`src/rtl/cv32e40p_x_pkg.sv`:
```
// Shared types and constants for the X-interface offload controller.
package cv32e40p_x_pkg;

    localparam int X_NUM_RS_MAX = 3;
    localparam int REGADDR_W    = 5;
    localparam int XLEN         = 32;
    localparam int CNT_W        = 4;

    typedef logic [31:0] sb_t;

    typedef enum logic [1:0] {
        IDLE   = 2'd0,
        ISSUE  = 2'd1,
        REJECT = 2'd2
    } x_state_e;

    // One-hot register mask; x0 is never tracked, so it maps to an empty mask.
    function automatic sb_t reg_mask(input logic [REGADDR_W-1:0] addr);
        sb_t m;
        m = '0;
        if (addr != '0) begin
            m[addr] = 1'b1;
        end
        return m;
    endfunction

endpackage

```
`src/rtl/cv32e40p_x_scoreboard.sv`:
```
// Destination-register scoreboard and outstanding-offload counter.
module cv32e40p_x_scoreboard
    import cv32e40p_x_pkg::*;
#(
    parameter int MAX_OUTSTANDING = 4
)(
    input  logic                 clk_i,
    input  logic                 rst_i,
    input  logic                 set_i,
    input  logic [REGADDR_W-1:0] set_addr_i,
    input  logic                 set_pair_i,
    input  logic                 clr_i,
    input  logic [REGADDR_W-1:0] clr_addr_i,
    input  logic                 inc_i,
    input  logic                 dec_i,
    output sb_t                  sb_o,
    output logic [CNT_W-1:0]     count_o,
    output logic                 full_o,
    output logic                 empty_o
);

    localparam logic [CNT_W-1:0] MAX_CNT = CNT_W'(MAX_OUTSTANDING);

    sb_t              sb_q;
    sb_t              set_mask;
    sb_t              clr_mask;
    logic [CNT_W-1:0] count_q;

    always_comb begin
        set_mask = '0;
        clr_mask = '0;
        if (set_i) begin
            set_mask = reg_mask(set_addr_i);
            if (set_pair_i) begin
                set_mask = set_mask | reg_mask(set_addr_i | 5'd1);
            end
        end
        if (clr_i) begin
            clr_mask = reg_mask(clr_addr_i);
        end
    end

    // Set is applied after clear so a same-cycle set on the same register wins.
    always_ff @(posedge clk_i) begin
        if (rst_i) begin
            sb_q    <= '0;
            count_q <= '0;
        end else begin
            sb_q <= (sb_q & ~clr_mask) | set_mask;
            if (inc_i && !dec_i) begin
                count_q <= count_q + CNT_W'(1);
            end else if (dec_i && !inc_i) begin
                count_q <= count_q - CNT_W'(1);
            end
        end
    end

    assign sb_o    = sb_q;
    assign count_o = count_q;
    assign full_o  = (count_q >= MAX_CNT);
    assign empty_o = (count_q == '0);

endmodule

```
`src/rtl/cv32e40p_x_offload_ctrl.sv`:
```
// Offload sequencer between ID and the X-interface: request handshake, hazard stall, result writeback.
// Optional dual-writeback results are enabled with `define CV32E40P_X_DUALWB_EN.
//
// state  | meaning
// IDLE   | no request in flight; ID may present an offload
// ISSUE  | x_valid_o held with registered payload until x_ready_i
// REJECT | coprocessor declined; one-cycle illegal-instruction pulse
module cv32e40p_x_offload_ctrl
    import cv32e40p_x_pkg::*;
#(
    parameter int MAX_OUTSTANDING = 4,
    parameter int X_NUM_RS        = 3
)(
    input  logic                                    clk_i,
    input  logic                                    rst_i,
    input  logic                                    id_offload_valid_i,
    input  logic [XLEN-1:0]                         id_instr_i,
    input  logic [X_NUM_RS_MAX-1:0][XLEN-1:0]       id_rs_i,
    input  logic [X_NUM_RS_MAX-1:0][REGADDR_W-1:0]  id_rs_addr_i,
    input  logic [REGADDR_W-1:0]                    id_rd_addr_i,
    output logic                                    id_stall_o,
    output logic                                    id_offload_done_o,
    output logic                                    id_illegal_o,
    output logic                                    x_valid_o,
    input  logic                                    x_ready_i,
    output logic [XLEN-1:0]                         x_instr_data_o,
    output logic [X_NUM_RS_MAX-1:0][XLEN-1:0]       x_rs_o,
    output logic [X_NUM_RS_MAX-1:0]                 x_rs_valid_o,
    output logic                                    x_rd_clean_o,
    input  logic                                    x_accept_i,
    input  logic                                    x_writeback_i,
    input  logic                                    x_rvalid_i,
    output logic                                    x_rready_o,
    input  logic [REGADDR_W-1:0]                    x_rd_i,
    input  logic [XLEN-1:0]                         x_data_i,
    input  logic                                    x_dualwb_i,
    input  logic                                    x_error_i,
    input  logic                                    core_wb_we_i,
    output logic                                    rf_x_we_o,
    output logic [REGADDR_W-1:0]                    rf_x_waddr_o,
    output logic [XLEN-1:0]                         rf_x_wdata_o,
    output logic                                    x_err_o,
    output logic [CNT_W-1:0]                        outstanding_o
);

    localparam logic [X_NUM_RS_MAX-1:0] RS_VALID = (X_NUM_RS == 2) ? 3'b011 : 3'b111;

    x_state_e                          state_q;
    x_state_e                          state_d;
    logic [XLEN-1:0]                   instr_q;
    logic [X_NUM_RS_MAX-1:0][XLEN-1:0] rs_q;
    logic [REGADDR_W-1:0]              rd_q;
    logic                              rd_clean_q;
    logic                              rd_pair;
    logic                              rd_pair_q;

    sb_t                               sb;
    logic [CNT_W-1:0]                  count;
    logic                              full;
    logic                              empty;

    logic                              rs_hazard;
    logic                              rd_hazard;
    logic                              hazard;
    logic                              issue;
    logic                              sb_set;
    logic                              res_hs;
    logic                              res_fire;
    logic                              dual_first;
    logic [REGADDR_W-1:0]              wb_addr;

    always_comb begin
        rs_hazard = 1'b0;
        for (int i = 0; i < X_NUM_RS_MAX; i++) begin
            if (RS_VALID[i] && sb[id_rs_addr_i[i]]) begin
                rs_hazard = 1'b1;
            end
        end
    end

`ifdef CV32E40P_X_DUALWB_EN
    assign rd_pair = ~id_rd_addr_i[0];
`else
    assign rd_pair = 1'b0;
`endif

    assign rd_hazard  = sb[id_rd_addr_i] | (rd_pair & sb[id_rd_addr_i | 5'd1]);
    assign hazard     = rs_hazard | rd_hazard | full;
    assign id_stall_o = id_offload_valid_i && ((state_q != IDLE) || hazard);
    assign issue      = (state_q == IDLE) && id_offload_valid_i && !hazard;

    always_comb begin
        state_d           = state_q;
        id_offload_done_o = 1'b0;
        id_illegal_o      = 1'b0;
        unique case (state_q)
            IDLE: begin
                if (issue) begin
                    state_d = ISSUE;
                end
            end
            ISSUE: begin
                if (x_ready_i) begin
                    if (x_accept_i) begin
                        id_offload_done_o = 1'b1;
                        state_d           = IDLE;
                    end else begin
                        state_d = REJECT;
                    end
                end
            end
            REJECT: begin
                id_illegal_o = 1'b1;
                state_d      = IDLE;
            end
            default: begin
                state_d = IDLE;
            end
        endcase
    end

    // Payload is captured at issue so it stays stable however long ID or the coprocessor stalls.
    always_ff @(posedge clk_i) begin
        if (rst_i) begin
            state_q    <= IDLE;
            instr_q    <= '0;
            rs_q       <= '0;
            rd_q       <= '0;
            rd_clean_q <= 1'b0;
            rd_pair_q  <= 1'b0;
        end else begin
            state_q <= state_d;
            if (issue) begin
                instr_q    <= id_instr_i;
                rs_q       <= id_rs_i;
                rd_q       <= id_rd_addr_i;
                rd_clean_q <= !sb[id_rd_addr_i];
                rd_pair_q  <= rd_pair;
            end
        end
    end

    assign x_valid_o      = (state_q == ISSUE);
    assign x_instr_data_o = instr_q;
    assign x_rs_o         = rs_q;
    assign x_rs_valid_o   = x_valid_o ? RS_VALID : '0;
    assign x_rd_clean_o   = rd_clean_q;

    assign sb_set = id_offload_done_o && x_writeback_i;

    // Core WB owns the write port; a result with nothing outstanding is drained but dropped.
    assign x_rready_o = !core_wb_we_i && !rst_i;
    assign res_hs     = x_rvalid_i && x_rready_o;
    assign res_fire   = res_hs && !empty;

`ifdef CV32E40P_X_DUALWB_EN
    logic beat_q;

    assign dual_first = x_dualwb_i && !beat_q;
    assign wb_addr    = beat_q ? (x_rd_i + 5'd1) : x_rd_i;

    always_ff @(posedge clk_i) begin
        if (rst_i) begin
            beat_q <= 1'b0;
        end else if (res_fire) begin
            beat_q <= dual_first;
        end
    end
`else
    logic unused_dualwb;

    assign unused_dualwb = x_dualwb_i;
    assign dual_first    = 1'b0;
    assign wb_addr       = x_rd_i;
`endif

    assign rf_x_we_o    = res_fire && !x_error_i && (wb_addr != '0);
    assign rf_x_waddr_o = res_fire ? wb_addr : '0;
    assign rf_x_wdata_o = res_fire ? x_data_i : '0;
    assign x_err_o      = res_fire && x_error_i;

    cv32e40p_x_scoreboard #(
        .MAX_OUTSTANDING (MAX_OUTSTANDING)
    ) u_scoreboard (
        .clk_i      (clk_i),
        .rst_i      (rst_i),
        .set_i      (sb_set),
        .set_addr_i (rd_q),
        .set_pair_i (rd_pair_q),
        .clr_i      (res_fire),
        .clr_addr_i (wb_addr),
        .inc_i      (sb_set),
        .dec_i      (res_fire && !dual_first),
        .sb_o       (sb),
        .count_o    (count),
        .full_o     (full),
        .empty_o    (empty)
    );

    assign outstanding_o = count;

`ifndef SYNTHESIS
    result_without_outstanding: assert property (
        @(posedge clk_i) disable iff (rst_i) !(res_hs && empty)
    );
`endif

endmodule
```
`config.mk`:
```
export PLATFORM = sky130hd
export DESIGN_NAME = cv32e40p_x_offload_ctrl
export DESIGN_NICKNAME = d
export VERILOG_FILES = /design/src/rtl/cv32e40p_x_pkg.sv /design/src/rtl/cv32e40p_x_scoreboard.sv /design/src/rtl/cv32e40p_x_offload_ctrl.sv
export SDC_FILE = /design/constraint.sdc
export NUM_CORES = 1
export LEC_CHECK = 0
export BUFFER_PORTS_ARGS = -buffer_cell sky130_fd_sc_hd__clkbuf_2
export CORE_AREA = 2 2 146 148
export CTS_CLUSTER_SIZE = 30
export DETAILED_ROUTE_END_ITERATION = 8
export DIE_AREA = 0 0 148 150
export PLACE_DENSITY = 0.74
export SLEW_MARGIN = 15
export SYNTH_ARGS = -nofsm -noshare
export SYNTH_HDL_FRONTEND = slang
export SYNTH_SLANG_ARGS = --single-unit
```
`constraint.sdc`:
```
create_clock -name clk_i -period 5.8 [get_ports clk_i]
set_clock_uncertainty 0.15 [all_clocks]
set_input_delay 1.16 -clock clk_i [delete_from_list [all_inputs] [get_ports clk_i]]
set_output_delay 1.16 -clock clk_i [all_outputs]
set_load 0.005 [all_outputs]
```
### Word level (Yosys, flattened, before mapping)

Cells that the tools add are included.

* bits of input ports: 195
* bits in registers: 172
* word-level logic and storage cells: 91
* output and inout bits: 180

* $add $sub $neg: 2
* multiplexer cells: 32
* order comparisons: 9
* reduce and logical (&&, ||, !) cells: 30
* eq/ne operators: 4
* bitwise operators: 5

Operators with widths (number)
* $mux W32: 5
* $lt A5 B6 Y1 const B: 6
* $and A32 B32 Y32: 1
* $not A32 Y32: 1
* $or A32 B32 Y32: 1
* $bmux W1 S5: 4
* $logic_and A1 B1 Y1: 14
* $mux W1: 13
* $demux W1 S5: 2
* $ge A5 B1 Y1 const B: 2
* $reduce_bool A5 Y1: 2
* $logic_not A1 Y1: 8
* $mux W4: 2
* $mux W2: 3
* $mux W5: 1
* $add A4 B1 Y4 const B: 1
* $ge A4 B3 Y1 const B: 1
* $logic_not A4 Y1: 1
* $pmux W2 S2: 1
* $reduce_bool A2 Y1: 2
* $sub A4 B1 Y4 const B: 1
* $mux W3: 1
* $eq A2 B1 Y1 const B: 1
* $eq A2 B2 Y1 const B: 1
* other kinds (6): 7

### Depth between registers and ports, before layout

Gate-level depths: netlist of the first run.

* word-level depth: 11
* gate-level depth with buffers: 12
* depth with buffers taken out: 12

### Modules after synthesis

A second synthesis of the first run with hierarchy kept.

* cell total of the unflattened synthesis: 958
* area, all modules: 9108.7 sq um

Modules (own cells, without submodules)
* cv32e40p_x_offload_ctrl: times used 1, seq. area each 2722.6 sq um, area each 7579.8 sq um, cells each 768
* cv32e40p_x_scoreboard: times used 1, seq. area each 720.7 sq um, area each 1529.0 sq um, cells each 190

### Worst setup path after synthesis of the first run

OpenSTA, ideal clock, no wires.

* kind: input port to output port
* start: in id_rs_addr_i[5] in the netlist's numbering
* end: out id_stall_o
* cell stages on the path: 7
* slack: 1626 ps
* arrival time: 2864 ps
* required time: 4490 ps
* path buffers: 1
* cells stage by stage: buf_2 -> mux4_2 -> mux2_2 -> nand3b_1 -> o2111ai_1 -> nor4_2 -> a21boi_0

* cells in the longest elaborated chain, start to end: 8

Ends and longest elaborated chain
* from (decl): RTL line cv32e40p_x_offload_ctrl.sv:19 `input logic [X_NUM_RS_MAX-1:0][REGADDR_W-1:0] id_rs_addr_i,`
* $bmux W1 S5: RTL line cv32e40p_x_offload_ctrl.sv:75 `if (RS_VALID[i] && sb[id_rs_addr_i[i]]) begin`
* $mux W1 (not written as such): RTL line cv32e40p_x_offload_ctrl.sv:75
* $mux W1 (2 in series): RTL line cv32e40p_x_offload_ctrl.sv:75
* $or A1 B1 Y1 (2 in series): RTL line cv32e40p_x_offload_ctrl.sv:88 `assign hazard = rs_hazard | rd_hazard | full;`
* $logic_or A1 B1 Y1: RTL line cv32e40p_x_offload_ctrl.sv:89 `assign id_stall_o = id_offload_valid_i && ((state_q != IDLE) || hazard);`
* $logic_and A1 B1 Y1: RTL line cv32e40p_x_offload_ctrl.sv:89
* to (decl): RTL line cv32e40p_x_offload_ctrl.sv:21 `output logic id_stall_o,`

No other way between the ends. The select of a mux whose other input is x is not followed.

### Worst setup path after layout of the first run

* start: in id_rs_addr_i[0] in the netlist's numbering
* end: out id_stall_o

* cells in the longest elaborated chain, start to end: 9

Ends and longest elaborated chain (RTL line)
* $bmux W1 S5: cv32e40p_x_offload_ctrl.sv:75
* $mux W1 (not written as such): cv32e40p_x_offload_ctrl.sv:75
* $mux W1 (3 in series): cv32e40p_x_offload_ctrl.sv:75
* $or A1 B1 Y1 (2 in series): cv32e40p_x_offload_ctrl.sv:88
* $logic_or A1 B1 Y1: cv32e40p_x_offload_ctrl.sv:89
* $logic_and A1 B1 Y1: cv32e40p_x_offload_ctrl.sv:89

No other way between the ends. The select of a mux whose other input is x is not followed.

==> flow_metrics.tcl, run 1 <==
set metrics [dict create \
    area_growth_pct 27.6 \
    yosysWarnings 0 \
    cts_resized 0 \
    finalHoldViolCount 0 \
    cts_buffers 17 \
    start_util_pct 43.6 \
    coreArea_mm2 0.0207 \
    worstSetupPathType "in -> out" \
    grt_pass1_wl_um 39400 \
    dr.pass1.iters 6 \
    cts_setup_buffers 0 \
    cpPeakStageDelay_ns 0.55 \
    synth-main-ff-cell "dfxtp_1" \
    critPathSlowestCell "mux4_2" \
    crit_top_cell "clkbuf_2" \
    register_area_mm2 0.00344 \
    layout.nets 1463 \
    h-tree-depth 4 \
    worstSkewPairLatency_ns 0.43 \
    seq_area_frac_synth_pct 38.2 \
    gp_congestion 0.919 \
    synth_cell_types 45 \
    ant_nets 0 \
    synth-seq-cells 172 \
    grt_pass1_vias 7444 \
    fin_tns_setup_ns 0 \
    fp.dieH_um 150 \
    vdd_drop_max_mv 0.171 \
    num_rows 53 \
    cts_hold_buf 0 \
    overflow 0 \
    crit_path_start_kind "input pin" \
    final_cells 1552 \
    cts_tree "built" \
    status "finished clean" \
    period_minus_slack_ns 4.57 \
    cp-end-kind "primary output" \
    synth_top_cell_area_share_pct 38.2 \
    die_area_mm2 0.0222 \
    slew_viol_final 0 \
    antennaDiodeCount 0 \
    die_w_um 148 \
    fin_total_pwr_w 0.00294 \
    slew-limit-headroom_pct 30.0 \
    hp-class "reg -> reg" \
    max_freq_mhz 219 \
    wl_per_cell_um 16.4 \
    worst_slew_pin_slew_ns 1.05 \
    port-buffer-count 373 \
    p_leak_nw 5.09 \
    fin_crit_sh_pct 78.8 \
    synth_area_leader_cell "dfxtp_1" \
    routed_wl_um 25500 \
    cp_max_fo 11 \
    cts_root_buffer "clkbuf_16" \
    cp.required_ns 4.49 \
    fillers 1891 \
    arrival_ns 3.26 \
    syn_area_mm2 0.00901 \
    final_cell_mix "clkbuf_2 (372), nand2b_1 (274), dfxtp_1 (172), mux2i_1 (151), nand2_1 (44)" \
    syn_nets 1142 \
    cts.sinks 172 \
    track_usage_pct 22.5 \
    place_hpwl_um 19200 \
    synth_edf_count 0 \
    drv_cap 0 \
    clkTransAtPathRegs_ns 0.07 \
    rsz0062_at_grt "no" \
    vias 7782 \
    holdWs_ns 0.321 \
    synthTopCellsByArea "dfxtp_1 (38%), nand2b_1 (19%), mux2i_1 (17%)" \
    utilization_pct 55.6 \
    avgSynthCellArea_um2 9.56 \
    pin_count 375 \
    async_reset_ff_share_pct 0 \
    clock_path_buffers 2 \
    setup_violations 0 \
    drt-initial-drc-count 379 \
    drc 0 \
    dp.cells 1520 \
    cp_cell_sequence "clkbuf_2, mux4_2, nand2b_1, a31oi_1, o2111ai_1, nor4_2, a21boi_0, clkbuf_2" \
    final_common_cell "clkbuf_2" \
    antenna_found_initial 0 \
    syn_inst 943 \
    drive_gt1_share_pct 34.5 \
    viasPerCell 5.01 \
    multi_input_area_mm2 0.00517 \
    grt_max_degree 138 \
    p_per_area_mw_per_mm2 256 \
]
-- critical path, delay by kind of cell --
kind,cells,cell delay [ns]
buffers and inverters,2,0.49
multiplexers,1,0.55
AO/OA/AOI/OAI,3,0.48
AND/OR/NAND/NOR,2,0.57
-- final cells by class --
| cell class | instances | area share, % |
|---|---|---|
| Clock buffer | 17 | 3.70 |
| Clock inverter | 15 | 1.55 |
| Inverter | 6 | 0.196 |
| Multi-Input combinational cell | 690 | 45.0 |
| Sequential cell | 172 | 29.9 |
| Tap cell | 275 | 2.99 |
| Timing Repair Buffer | 377 | 16.7 |
-- final timing paths --
check,start,slack [ns],to,cells past startpoint
setup reg to reg,u_scoreboard.sb_o[4],2.54,x_rs_o[77],6
setup / recovery,id_rs_addr_i[0],1.23,id_stall_o,8
hold / removal,x_rs_o[16],0.32,x_rs_o[16],2
hold reg to reg,x_rs_o[16],0.32,x_rs_o[16],2
-- layer usage --
metal	GRT usage [%]	share of wire, %	vias to the layer above
met3	5.21	8.3	43
li1	-	-	3824
met2	39.8	49	361
met5	0	0	-
met4	9.19	2.8	0
met1	26.4	40	3554
-- through the flow --
stage          worst slack (ns)  instance area [µm²]
2_1_floorplan              1.63                 9010
3_3_place_gp               1.21                10900
3_5_place_dp               1.21                10900
4_1_cts                    1.20                11500
5_1_grt                    1.05                11500
6_report                   1.23                11500
-- Yosys cell counts, drive strengths merged (3+ instances only) --
cell and count:
nor3b 3, nand2b 274, clkbuf 50, and3 4
nor2 17, nor2b 7, buf 25, nand2 44
nand3 7, nor3 5, a21oi 36, o21ai 33
dfxtp 172, ha 3, mux2i 151, nand3b 7
and2 39, mux4 26, nand4b 3, inv 6
-- registers in the layout, summed over array words and instances (netlist names) --
signal	cells
x_rd_clean_o	1
u_scoreboard.sb_o	32
rd_q	5
state_q	2
u_scoreboard.count_o	4
x_instr_data_o	32
x_rs_o	96
-- power breakdown --
group / internal [W] / switching [W]
combinational: 0.000252 / 0.000240
sequential: 0.00126 / 0.0000483
clock: 0.000582 / 0.000555
-- logic make-up after synthesis --
logic type,after synthesis,synth area share [%]
adder cells (fa/ha/maj),4,0.638
XOR/XNOR,3,0.292
AND/OR/NAND/NOR,417,27.4
AO/OA/AOI/OAI,87,5.45
buffers and inverters,81,4.51
multiplexers,179,23.5
flip-flops,172,38.2
Power figures use the tool's default switching activity.
==> run 2: changes to the inputs <==
--- a/config.mk
+++ b/config.mk
@@ -6,11 +6,11 @@
 export NUM_CORES = 1
 export LEC_CHECK = 0
 export BUFFER_PORTS_ARGS = -buffer_cell sky130_fd_sc_hd__clkbuf_2
-export CORE_AREA = 2 2 146 148
+export CORE_AREA = 2 2 164 134
 export CTS_CLUSTER_SIZE = 30
 export DETAILED_ROUTE_END_ITERATION = 8
-export DIE_AREA = 0 0 148 150
-export PLACE_DENSITY = 0.74
+export DIE_AREA = 0 0 166 136
+export PLACE_DENSITY = 0.76
 export SLEW_MARGIN = 15
 export SYNTH_ARGS = -nofsm -noshare
 export SYNTH_HDL_FRONTEND = slang
==> constraint.sdc (replaced) <==
create_clock -name clk_i -period 3.7 [get_ports clk_i]
set_clock_uncertainty 0.15 [all_clocks]
set_input_delay 0.74 -clock clk_i [delete_from_list [all_inputs] [get_ports clk_i]]
set_output_delay 0.74 -clock clk_i [all_outputs]
set_load 0.005 [all_outputs]
==> run 2 against run 1 <==
  * Critical endpoint unchanged
  * Routed wire length is 0.40% higher
  * Clock-buffer cell count is 1 higher
  * Global-route usage is 0.34 points lower
  * Utilization is 0.40 points lower
  * Final cell count is 1.1% higher
  * First-iteration DRC count is 71% higher
  * Sequential power is 56% higher
  * Register-to-register slack worse by 1.9 ns
  * Die area is 1.7% higher
==> flow_metrics.tcl, run 2 (synthesis results as in run 1) <==
set metrics [dict create \
    status "finished clean" \
    final_common_cell "clkbuf_2" \
    die_w_um 166 \
    port-buffer-count 373 \
    placed_cell_area_mm2 0.0111 \
    worst_hold_path.endpoint "x_rs_o[13]" \
    cts_root_buffer "clkbuf_16" \
    fin_crit_sh_pct 96.2 \
    layout.nets 1479 \
    coreArea_mm2 0.0211 \
    antenna_found_initial 1 \
    timing.rr.end "x_rs_o[68]" \
    viasPerCell 5.06 \
    place_hpwl_um 19500 \
    final_cell_mix "clkbuf_2 (371), nand2b_1 (274), dfxtp_1 (172), mux2i_1 (151), nand2_1 (44)" \
    gp_congestion 0.906 \
    vdd_drop_max_mv 0.232 \
    h-tree-depth 4 \
    r2r_slack_ns 0.60 \
    whs_path_depth 2 \
    cp.required_ns 2.81 \
    drive_gt1_share_pct 35.3 \
    start_util_pct 42.8 \
    track_usage_pct 22.2 \
    hp-class "reg -> reg" \
    num_rows 48 \
    slew-limit-headroom_pct 28.6 \
    clock_path_buffers 2 \
    fin_tns_setup_ns 0 \
    dr.pass1.iters 6 \
    routed_wl_um 25600 \
    largest_register_ffs 96 \
    wl_per_cell_um 16.3 \
    cts_tree "built" \
    grt_max_degree 161 \
    drt-initial-drc-count 649 \
    grt_pass1_vias 7374 \
    clkTransAtPathRegs_ns 0.07 \
    setup_violations 0 \
    worstSkewPairLatency_ns 0.42 \
    cts_hold_buf 0 \
    worst_slew_pin_slew_ns 1.07 \
    dp.cells 1535 \
    cts.sinks 172 \
    rsz0062_at_grt "no" \
    fp.dieH_um 136 \
    crit_path_start_kind "input pin" \
    cp_max_fo 8 \
    slew_viol_final 0 \
    post-route-cell-area_mm2 0.0116 \
    drv_cap 0 \
    ant_nets 0 \
    area_growth_pct 29.0 \
    arrival_ns 2.67 \
    overflow 0 \
    drc 0 \
    grt_pass1_wl_um 39800 \
    final_cells 1569 \
    worstSetupPathType "in -> out" \
    period_minus_slack_ns 3.56 \
    cp-end-kind "primary output" \
    finalHoldViolCount 0 \
    vias 7939 \
    holdCritStartpoint "x_rs_o[13]" \
    r2r_cells 9 \
    max_freq_mhz 281 \
    pin_count 375 \
    reg2reg_from "u_scoreboard.sb_o[29]" \
    cts_buffers 17 \
    die_area_mm2 0.0226 \
    p_leak_nw 5.16 \
    p_per_area_mw_per_mm2 394 \
]
run 2: changes by cell type in the layout (fill, tap and decap cells not counted), sizes merged:
cell,before,now
diode,0,1
clkinv,9,1
buf,5,22
inv,12,16
clkinvlp,0,3
run 2: report_power, final:
part	internal [W]	switching (W)	total [W]
clock network	0.000891	0.000828	0.00172
registers	0.00198	0.0000733	0.00205
logic	0.000425	0.000389	0.000814
run 2: worst max-delay path by stage:
stage,start,to,slack (ns)
2_1_floorplan,id_rs_addr_i[5],id_stall_o,0.37
3_3_place_gp,id_rs_addr_i[10],id_stall_o,0.09
3_5_place_dp,id_rs_addr_i[10],id_stall_o,0.1
4_1_cts,id_rs_addr_i[10],id_stall_o,0.09
5_1_grt,id_rs_addr_i[5],id_stall_o,0.006
6_report,id_rs_addr_i[10],id_stall_o,0.14
run 2: worst max-delay path, cell delays in order:
cell and delay, ns:
buf_4 0.17, mux4_2 0.52, o2111a_1 0.27, a31oi_2 0.18
o211ai_1 0.14, nor4_2 0.37, a21boi_0 0.15, clkbuf_2 0.14
run 2: what timing repair did:
action / in CTS / in global routing
setup endpoints to repair: 0 / 1
resized for setup: 0 / 4
setup buffers: 0 / 1
run 2: cell type report:
class | count | area [µm²]
fillers | 1915 | 9450
multi-input cells | 690 | 5180
flip-flops and latches | 172 | 3440
repair buffers | 393 | 2090
clock buffers | 18 | 429
well taps | 275 | 344
clock inverters | 14 | 125
inverters | 6 | 22.5
diodes | 1 | 2.50
run 2: per-layer routing:
layer  vias up  GRT usage [%]  routed length, µm
met5         -              0                  0
met4         0           7.68                537
met3        33           6.14               2320
met2       393           36.3              12100
met1      3668           28.5              10600
li1       3845              -                  -
run 2: stage by stage:
stage | setup WS, ns | hold slack, ns | power [W] | utilization [%]
global placement | 0.0914 | 0.307 | 0.00290 | 52.5
CTS | 0.0931 | 0.320 | 0.00464 | 55.1
global route | 0.00603 | 0.331 | 0.00481 | 55.2
finish | 0.139 | 0.321 | 0.00459 | 55.2
detailed placement | 0.0983 | 0.312 | 0.00291 | 52.5
floorplan | 0.366 | 0.315 | 0.00256 | -
==> run 3: changes to the inputs <==
--- a/config.mk
+++ b/config.mk
@@ -6,11 +6,12 @@
 export NUM_CORES = 1
 export LEC_CHECK = 0
 export BUFFER_PORTS_ARGS = -buffer_cell sky130_fd_sc_hd__clkbuf_2
-export CORE_AREA = 2 2 164 134
+export CORE_AREA = 2 2 162 132
+export CTS_BUF_LIST = sky130_fd_sc_hd__clkbuf_8
 export CTS_CLUSTER_SIZE = 30
 export DETAILED_ROUTE_END_ITERATION = 8
-export DIE_AREA = 0 0 166 136
-export PLACE_DENSITY = 0.76
+export DIE_AREA = 0 0 164 134
+export PLACE_DENSITY = 0.78
 export SLEW_MARGIN = 15
 export SYNTH_ARGS = -nofsm -noshare
 export SYNTH_HDL_FRONTEND = slang
==> run 3 against run 2 <==
  * Combinational power up 0.6%
  * Register-to-register slack gained 0.10 ns
  * Flip-flop and latch count is the same
  * Via count fell by 0.15%
  * Sequential share of layout area increased by 0.29 points
  * Clock power shrank 19%
  * Critical path type unchanged
==> flow_metrics.tcl, run 3 (synthesis results as in run 1) <==
set metrics [dict create \
    cts_tree "built" \
    slew_viol_final 0 \
    grt_max_degree 306 \
    final_cells 1564 \
    gp_congestion 0.941 \
    dp.cells 1532 \
    cts_root_buffer "clkbuf_8" \
    cts.sinks 172 \
    vdd_drop_max_mv 0.207 \
    whs_path_depth 2 \
    track_usage_pct 22.5 \
    fillers 1859 \
    drc 0 \
    slew-limit-headroom_pct 31.4 \
    worstSkewPairLatency_ns 0.46 \
    grt_use_met2_pct 35.6 \
    grt_pass1_vias 7445 \
    grt_pass1_wl_um 38800 \
    overflow 0 \
    finalHoldViolCount 0 \
    viasPerCell 5.07 \
    dr.pass1.iters 5 \
    largest_register_ffs 96 \
    clock_path_buffers 2 \
    cts_buffers 17 \
    area_growth_pct 27.8 \
    die_area_mm2 0.0220 \
    hp-class "in -> reg" \
    drt-initial-drc-count 699 \
    wl_per_cell_um 16.2 \
    cp.required_ns 2.81 \
    gr-usage-met1_pct 29.9 \
    die_w_um 164 \
    ant_nets 0 \
    h-tree-depth 4 \
    p_per_area_mw_per_mm2 371 \
    layout.nets 1481 \
    worstSetupPathType "in -> out" \
    antenna_found_initial 0 \
    cp-startpoint "id_rs_addr_i[10]" \
    final_cell_mix "clkbuf_2 (372), nand2b_1 (274), dfxtp_1 (172), mux2i_1 (151), nand2_1 (44)" \
    fin_crit_sh_pct 96.1 \
    num_rows 47 \
    max_freq_mhz 281 \
    routed_wl_um 25400 \
    antennaDiodeCount 0 \
    coreArea_mm2 0.0204 \
    drive_gt1_share_pct 35.4 \
    vias 7927 \
    fp.dieH_um 134 \
    period_minus_slack_ns 3.56 \
    setup_ws_ns 0.144 \
    clkTransAtPathRegs_ns 0.09 \
    crit_path_start_kind "input pin" \
    grt_busiest_layer "met2" \
    holdCritStartpoint "x_accept_i" \
    fin_tns_setup_ns 0 \
    p_leak_nw 5.12 \
    grtUsageMet3_pct 5.50 \
    place_hpwl_um 19100 \
    port-buffer-count 373 \
    cp_max_fo 8 \
    arrival_ns 2.67 \
    start_util_pct 44.2 \
    setup_violations 0 \
    drv_cap 0 \
    place_ws_ns 0.0788 \
    rsz0062_at_grt "no" \
    holdWs_ns 0.325 \
    cp-end-kind "primary output" \
    worst_slew_pin_slew_ns 1.03 \
    r2r_cells 12 \
    reg2reg_from "state_q[0]" \
    status "finished clean" \
    pin_count 375 \
    final_common_cell "clkbuf_2" \
]
## run 3: timing repair
| item | 4_1_cts | 5_1_grt |
|---|---|---|
| gates resized for setup | 0 | 1 |
| setup endpoints to repair | 0 | 1 |
| hold buffers | 0 | 0 |
| setup buffers | 0 | 0 |
## run 3: report_power, final
| part | switching, W | total (W) | leakage, nW | internal (W) |
|---|---|---|---|---|
| clock | 0.000776 | 0.00140 | 0.209 | 0.000627 |
| sequential | 0.0000774 | 0.00206 | 1.40 | 0.00198 |
| combinational | 0.000388 | 0.000819 | 3.51 | 0.000430 |
## run 3: final cells by class
type | instances | area (µm²) | area share (%)
multi-input cells | 690 | 5170 | 44.9
inverters | 6 | 22.5 | 0.196
clock inverters | 15 | 183 | 1.59
flip-flops and latches | 172 | 3440 | 29.9
repair buffers | 395 | 2130 | 18.5
well taps | 269 | 337 | 2.92
clock buffers | 17 | 234 | 2.03
## run 3: stage by stage
stage / util, % / cell area (µm²) / total power [W]
global placement: 54.4 / 11100 / 0.00290
floorplan: - / 9010 / 0.00256
global route: 56.5 / 11500 / 0.00448
CTS: 56.4 / 11500 / 0.00433
detailed placement: 54.4 / 11100 / 0.00292
finish: 56.5 / 11500 / 0.00428
## run 3: per-layer routing
layer,vias to the layer above,part of all wire [%]
li1,3848,-
met1,3655,43
met2,386,46
met3,38,8.8
met4,0,2.5
met5,-,0
## run 3: path summary, 6_finish.rpt
path                                                end  slack [ns]
worst max-delay path                         id_stall_o        0.14
worst max register to register  u_scoreboard.count_o[3]        0.70
worst min register to register               x_rs_o[19]        0.33
worst min-delay path                         state_q[1]        0.33
## run 3: worst max-delay path: stages
cell      delay, ns
clkbuf_2       0.25
mux4_2         0.53
mux4_2         0.49
a211oi_2       0.29
buf_4          0.16
a21boi_0       0.07
clkbuf_2       0.13
